<file path="config.mk">
export PLATFORM = sky130hd
export DESIGN_NAME = alu_compare_unit_flat
export DESIGN_NICKNAME = d
export VERILOG_FILES = /design/src/rtl/alu_compare_unit_pkg.sv /design/src/rtl/alu_compare_unit_if.sv /design/src/rtl/alu_compare_unit_branch_cmp.sv /design/src/rtl/alu_compare_unit.sv /design/src/flat_wrapper.sv
export SDC_FILE = /design/constraint.sdc
export NUM_CORES = 1
export LEC_CHECK = 0
export ABC_CLOCK_PERIOD_IN_PS = 7050
export CAP_MARGIN = 20
export CORE_MARGIN = 3
export CORE_UTILIZATION = 45
export DETAILED_ROUTE_END_ITERATION = 6
export DONT_BUFFER_PORTS = 1
export GPL_ROUTABILITY_DRIVEN = 0
export PLACE_DENSITY = 0.65
export SETUP_SLACK_MARGIN = 0.05
export SLEW_MARGIN = 20
export SYNTH_ARGS = -nofsm -noshare
export SYNTH_HDL_FRONTEND = slang
export SYNTH_SLANG_ARGS = --single-unit
</file>
<file path="constraint.sdc">
create_clock -name clk -period 7.05 [get_ports clk]
set_input_delay 1.41 -clock clk [delete_from_list [all_inputs] [get_ports clk]]
set_output_delay 1.41 -clock clk [all_outputs]
set_load 0.005 [all_outputs]
</file>
<file path="src/rtl/alu_compare_unit_pkg.sv">
// ---------------------------------------------------------------------------
// riscv_alu_pkg
// Shared definitions for the RV32I execute-stage ALU/compare unit:
//   XLEN_DEFAULT  - datapath width (only 32 is supported)
//   alu_op_e      - 4-bit ALU operation code
//   F3_*          - branch funct3 condition codes
// ---------------------------------------------------------------------------
package riscv_alu_pkg;

    localparam int XLEN_DEFAULT = 32;

    typedef enum logic [3:0] {
        ALU_ADD    = 4'd0,
        ALU_SUB    = 4'd1,
        ALU_SLL    = 4'd2,
        ALU_SLT    = 4'd3,
        ALU_SLTU   = 4'd4,
        ALU_XOR    = 4'd5,
        ALU_SRL    = 4'd6,
        ALU_SRA    = 4'd7,
        ALU_OR     = 4'd8,
        ALU_AND    = 4'd9,
        ALU_PASS_B = 4'd10
    } alu_op_e;

    localparam logic [2:0] F3_BEQ  = 3'b000;
    localparam logic [2:0] F3_BNE  = 3'b001;
    localparam logic [2:0] F3_BLT  = 3'b100;
    localparam logic [2:0] F3_BGE  = 3'b101;
    localparam logic [2:0] F3_BLTU = 3'b110;
    localparam logic [2:0] F3_BGEU = 3'b111;

endpackage

</file>
<file path="src/rtl/alu_compare_unit_if.sv">
// ---------------------------------------------------------------------------
// alu_compare_unit_if
// Groups the operand, control and result signals of alu_compare_unit.
//   master : the surrounding execute logic (drives operands, reads results)
//   slave  : the ALU/compare unit itself
// Signals:
//   valid_in, alu_in1, alu_in2, alu_op, cmp_in1, cmp_in2, funct3  (to unit)
//   result, cond            combinational outputs
//   result_q, cond_q, valid_q  registered outputs for EX/MEM
// ---------------------------------------------------------------------------
interface alu_compare_unit_if #(
    parameter int XLEN = riscv_alu_pkg::XLEN_DEFAULT
);

    logic            valid_in;
    logic [XLEN-1:0] alu_in1;
    logic [XLEN-1:0] alu_in2;
    logic [3:0]      alu_op;
    logic [XLEN-1:0] cmp_in1;
    logic [XLEN-1:0] cmp_in2;
    logic [2:0]      funct3;
    logic [XLEN-1:0] result;
    logic            cond;
    logic [XLEN-1:0] result_q;
    logic            cond_q;
    logic            valid_q;

    modport master (
        output valid_in, alu_in1, alu_in2, alu_op, cmp_in1, cmp_in2, funct3,
        input  result, cond, result_q, cond_q, valid_q
    );

    modport slave (
        input  valid_in, alu_in1, alu_in2, alu_op, cmp_in1, cmp_in2, funct3,
        output result, cond, result_q, cond_q, valid_q
    );

endinterface

</file>
<file path="src/rtl/alu_compare_unit_branch_cmp.sv">
// ---------------------------------------------------------------------------
// branch_cmp
// Purely combinational RV32I branch comparator.
// Ports:
//   cmp_in1, cmp_in2 : forwarded rs1/rs2 values
//   funct3           : branch condition select (F3_*)
//   cond             : 1 when the selected condition holds; 0 for the
//                      unused encodings 010/011
// ---------------------------------------------------------------------------
module branch_cmp
    import riscv_alu_pkg::*;
#(
    parameter int XLEN = XLEN_DEFAULT
) (
    input  logic [XLEN-1:0] cmp_in1,
    input  logic [XLEN-1:0] cmp_in2,
    input  logic [2:0]      funct3,
    output logic            cond
);

    logic eq;
    logic lt_s;
    logic lt_u;

    assign eq   = (cmp_in1 == cmp_in2);
    assign lt_s = ($signed(cmp_in1) < $signed(cmp_in2));
    assign lt_u = (cmp_in1 < cmp_in2);

    always_comb begin
        cond = 1'b0;
        case (funct3)
            F3_BEQ:  cond = eq;
            F3_BNE:  cond = !eq;
            F3_BLT:  cond = lt_s;
            F3_BGE:  cond = !lt_s;
            F3_BLTU: cond = lt_u;
            F3_BGEU: cond = !lt_u;
            default: cond = 1'b0;
        endcase
    end

endmodule

</file>
<file path="src/rtl/alu_compare_unit.sv">
// ---------------------------------------------------------------------------
// alu_compare_unit
// RV32I execute-stage arithmetic core: integer ALU plus branch comparator.
// Ports:
//   clk   : rising-edge clock
//   rst_n : asynchronous active-low reset (clears the registered outputs only)
//   bus   : alu_compare_unit_if.slave carrying operands, alu_op, funct3,
//           valid_in, the combinational result/cond and the registered
//           result_q/cond_q/valid_q copies for the EX/MEM register.
// ---------------------------------------------------------------------------
module alu_compare_unit
    import riscv_alu_pkg::*;
#(
    parameter int XLEN = XLEN_DEFAULT
) (
    input  logic                clk,
    input  logic                rst_n,
    alu_compare_unit_if.slave   bus
);

    logic [XLEN-1:0] alu_result;
    logic            cmp_cond;
    logic [4:0]      shamt;

    // Only the low five bits of operand B select a shift amount.
    assign shamt = bus.alu_in2[4:0];

    always_comb begin
        alu_result = '0;
        case (alu_op_e'(bus.alu_op))
            ALU_ADD:    alu_result = bus.alu_in1 + bus.alu_in2;
            ALU_SUB:    alu_result = bus.alu_in1 - bus.alu_in2;
            ALU_SLL:    alu_result = bus.alu_in1 << shamt;
            ALU_SLT:    alu_result = {{(XLEN-1){1'b0}},
                                      ($signed(bus.alu_in1) < $signed(bus.alu_in2))};
            ALU_SLTU:   alu_result = {{(XLEN-1){1'b0}}, (bus.alu_in1 < bus.alu_in2)};
            ALU_XOR:    alu_result = bus.alu_in1 ^ bus.alu_in2;
            ALU_SRL:    alu_result = bus.alu_in1 >> shamt;
            ALU_SRA:    alu_result = $unsigned($signed(bus.alu_in1) >>> shamt);
            ALU_OR:     alu_result = bus.alu_in1 | bus.alu_in2;
            ALU_AND:    alu_result = bus.alu_in1 & bus.alu_in2;
            ALU_PASS_B: alu_result = bus.alu_in2;
            default:    alu_result = '0;
        endcase
    end

    branch_cmp #(
        .XLEN (XLEN)
    ) u_branch_cmp (
        .cmp_in1 (bus.cmp_in1),
        .cmp_in2 (bus.cmp_in2),
        .funct3  (bus.funct3),
        .cond    (cmp_cond)
    );

    assign bus.result = alu_result;
    assign bus.cond   = cmp_cond;

    // Results are captured every cycle regardless of valid_in; downstream
    // logic qualifies them with valid_q.
    always_ff @(posedge clk or negedge rst_n) begin
        if (!rst_n) begin
            bus.result_q <= '0;
            bus.cond_q   <= 1'b0;
            bus.valid_q  <= 1'b0;
        end else begin
            bus.result_q <= alu_result;
            bus.cond_q   <= cmp_cond;
            bus.valid_q  <= bus.valid_in;
        end
    end

endmodule

</file>
<file path="src/flat_wrapper.sv">
// flat-port wrapper written by rule: the top's interface ports become plain ports
module alu_compare_unit_flat import riscv_alu_pkg::*;
#(
    parameter int XLEN = XLEN_DEFAULT
)
  (clk, rst_n, bus_valid_in, bus_alu_in1, bus_alu_in2, bus_alu_op, bus_cmp_in1, bus_cmp_in2, bus_funct3, bus_result, bus_cond, bus_result_q, bus_cond_q, bus_valid_q);
  alu_compare_unit_if #(.XLEN(XLEN)) bus_i ();
  input  logic clk;
  input  logic rst_n;
  input wire logic [$bits(bus_i.valid_in)-1:0] bus_valid_in;
  input wire logic [$bits(bus_i.alu_in1)-1:0] bus_alu_in1;
  input wire logic [$bits(bus_i.alu_in2)-1:0] bus_alu_in2;
  input wire logic [$bits(bus_i.alu_op)-1:0] bus_alu_op;
  input wire logic [$bits(bus_i.cmp_in1)-1:0] bus_cmp_in1;
  input wire logic [$bits(bus_i.cmp_in2)-1:0] bus_cmp_in2;
  input wire logic [$bits(bus_i.funct3)-1:0] bus_funct3;
  output wire logic [$bits(bus_i.result)-1:0] bus_result;
  output wire logic [$bits(bus_i.cond)-1:0] bus_cond;
  output wire logic [$bits(bus_i.result_q)-1:0] bus_result_q;
  output wire logic [$bits(bus_i.cond_q)-1:0] bus_cond_q;
  output wire logic [$bits(bus_i.valid_q)-1:0] bus_valid_q;
  assign bus_i.valid_in = bus_valid_in;
  assign bus_i.alu_in1 = bus_alu_in1;
  assign bus_i.alu_in2 = bus_alu_in2;
  assign bus_i.alu_op = bus_alu_op;
  assign bus_i.cmp_in1 = bus_cmp_in1;
  assign bus_i.cmp_in2 = bus_cmp_in2;
  assign bus_i.funct3 = bus_funct3;
  assign bus_result = bus_i.result;
  assign bus_cond = bus_i.cond;
  assign bus_result_q = bus_i.result_q;
  assign bus_cond_q = bus_i.cond_q;
  assign bus_valid_q = bus_i.valid_q;
  alu_compare_unit #(.XLEN(XLEN)) u_core (.clk(clk), .rst_n(rst_n), .bus(bus_i));
endmodule
</file>
==> impl_metrics.csv <==
group,metric,value,unit
synth,ys_seq_area_share,8.04,%
setup_path,path_class,"input port to output port",
synth,syn-mean-instance-area,7.09,µm²
timing,period_needed,5.97,ns
clocking,clock_sinks,34,
setup_path,crit_path_max_incr_delay,0.56,ns
floorplanning,initial_core_util,46.3,%
floorplanning,pin_count,205,
detailed_routing,post_drt_wl_per_cell,25.4,µm
detailed_routing,drt_iter0_markers,1801,
finish,n_antenna_cell,0,
finish,synthToLayoutAreaGrowth,1.93,%
timing,finalSetupTns,0,ns
setup_path,setup.worst_path.end_class,"output port",
setup_path,crit_fanout,61,
synth,async_flop_share,100,%
synth,synth_edf_count,0,
global_route,grt_overflow,0,
synth,yosysUniqueCellTypes,83,
timing,holdWs,0.790,ns
synth,syn_inst,1491,
floorplanning,row_count,55,
clocking,htree_num_levels,2,
timing,post-route-period-util,84.7,%
setup_path,path_buf_inv,1,
clocking,post_cts_resize_count,0,
outcome,outcome,"complete, but fails checks",
setup_path,crit_chain,"clkinv_1 -> ha_1 -> nor2_1 -> o311a_1 -> o31ai_1 -> o311ai_2 -> o31ai_2 -> o21ai_0 -> a21oi_1 -> nor4_1 -> a221o_1",
floorplanning,die_area,0.0254,mm²
timing,worst_slack,1.08,ns
global_route,grt_pass1_vias,10800,
finish,finalNetCount,1666,
setup_path,crit_required,5.64,ns
global_route,grt_antenna_before_repair,0,
clocking,clkTransAtPathRegs,0.07,ns
placement,dpl-instance-area,0.0106,mm²
global_route,track_usage,32.1,%
clocking,clk_path_buf_depth,2,
floorplanning,die_h,159,µm
synth,synth_flop_cell,"dfrtp_1",
setup_path,crit_family,"compound AO/OA/AOI/OAI gates",
finish,n_fill_cell,2373,
pwr,p_per_area,114,mW/mm²
clocking,cts_setup_buffers,0,
timing,hold_violations,0,
finish,design_area,0.0108,mm²
timing,finalMaxSlewViolations,0,
detailed_routing,via_count,12000,
pwr,leakage,4.68,nW
placement,portBuffers,0,
synth,syn_area,0.0106,mm²
clocking,cts_root_buf,"clkbuf_16",
detailed_routing,vias_per_cell,6.99,
global_route,grt_pass1_wl,65100,µm
outcome,failed_checks,"design-rule violations",
timing,relSlewSlack,21.0,%
synth,ys_warn_count,0,
floorplanning,core_area,0.0228,mm²
detailed_routing,wl,43400,µm
detailed_routing,ant_nets,0,
pwr,ir_drop,80.0,µV
clocking,cts_tree,"yes",
synth,syn-num-nets,1760,
timing,rsz0062_at_grt,"no",
pwr,total_power,1.23,mW
setup_path,cp_data_arrival_time,4.56,ns
detailed_routing,firstDrtPassIters,7,
finish,drive_gt1_share,7.08,%
placement,place_hpwl,33300,µm
floorplanning,fp.dieW,159,µm
timing,fmax,168,MHz
clocking,ctsHoldBuffers,0,
setup_path,crit_path_start_kind,"input port",
synth,yosys_register_bits,34,
global_route,grt_max_degree,83,
hold_path,hold_class,"input port to asynchronous set/reset pin",
run,drv_cap,0,
clocking,cts_made_buffers,5,
timing,tightest_slew,1.15,ns
setup_path,crit_slowest_cell,"o31ai_1",
timing,setup_viol,0,
placement,place_ws,1.22,ns
detailed_routing,drcViolationCount,57,
==> placed cells by master (no fill, tap or decap), drive strengths merged, types with 24 or more instances in the layout <==
cell	n
ha	129
a221oi	24
mux4	36
o211ai	26
inv	128
nand3	36
dfrtp	34
a21oi	154
nor3	30
nor2	199
mux2i	40
nand2	103
o21ai	82
==> power by group <==
part | internal [mW] | switching [mW] | leakage (nW)
Combinational | 0.274 | 0.462 | 4.18
Clock | 0.141 | 0.105 | 0.0739
Sequential | 0.226 | 0.0184 | 0.419
Total | 0.641 | 0.586 | 4.68
==> synth_stat cells, types with 13 or more instances <==
cell,instances,area (µm²)
a221oi_1,24,210
o2111ai_1,16,140
nand3_1,36,180
o22ai_1,20,125
nand2_1,103,387
mux4_2,36,811
o21ai_0,79,395
ha_1,129,1610
or3_1,14,87.6
mux2_2,15,169
nand2b_1,13,81.3
o211ai_1,24,180
a22oi_1,23,173
dfrtp_1,34,851
nor3_1,29,145
mux2i_1,40,400
clkbuf_1,73,274
o221ai_1,16,140
inv_1,126,473
a211oi_1,16,120
nor2_1,199,747
a21oi_1,154,771
nor4_1,13,81.3
buf_2,22,110
nor2b_1,13,81.3
a21o_1,23,173
a31oi_1,13,81.3
nand4_1,13,81.3
==> logic make-up (layout without fill, tap and decap cells) <==
group,count (synthesis),in the layout,share of synthesized area [%]
AO/OA/AOI/OAI,519,519,33.5
AND/OR/NAND/NOR,466,466,20.0
buffers and inverters,243,150,9.20
adder cells (fa/ha/maj),131,131,15.6
multiplexers,91,91,13.0
flip-flops,34,34,8.04
XOR/XNOR,7,7,0.580
==> stage by stage <==
step                      std cells  utilization, %
after floorplan                1491               -
after global placement         1703            46.5
after detailed placement       1703            46.5
after CTS                      1711            47.2
after global routing           1711            47.2
final                          1711            47.2
==> area by class of cell <==
cell class                 count  area, µm²  area share, %
clock inverter                 1       5.00         0.0464
inverter                     129        484           4.49
tap                          313        392           3.63
clock buffer                   7        143           1.32
multi-input combinational   1214       8810           81.7
timing repair buffer          13       97.6          0.905
sequential                    34        851           7.89
==> flip-flops by register name, indices dropped and copies added, names as in the netlist <==
signal	count
u_core.bus.result_q	32
u_core.bus.cond_q	1
u_core.bus.valid_q	1
==> path summary, 6_finish.rpt <==
path / start / end / slack [ns] / depth (start not counted)
max in group asynchronous: rst_n / u_core.bus.result_q[1]$_DFF_PN0_ / 6.14 / 0
min in group clk: bus_valid_in / u_core.bus.valid_q$_DFF_PN0_ / 1.13 / 0
worst max-delay path: bus_alu_in2[1] / bus_result[31] / 1.08 / 11
worst min-delay path: rst_n / u_core.bus.result_q[17]$_DFF_PN0_ / 0.79 / 0
==> metal layers <==
| layer | vias to the layer above | GRT usage, % | routed length [µm] |
|---|---|---|---|
| met2 | 915 | 48.0 | 18400 |
| met4 | 0 | 14.6 | 2570 |
| met5 | - | 0 | 0 |
| met3 | 182 | 10.4 | 6150 |
| met1 | 5513 | 42.1 | 16300 |
| li1 | 5358 | - | - |
(Power assumes the default switching activity.)
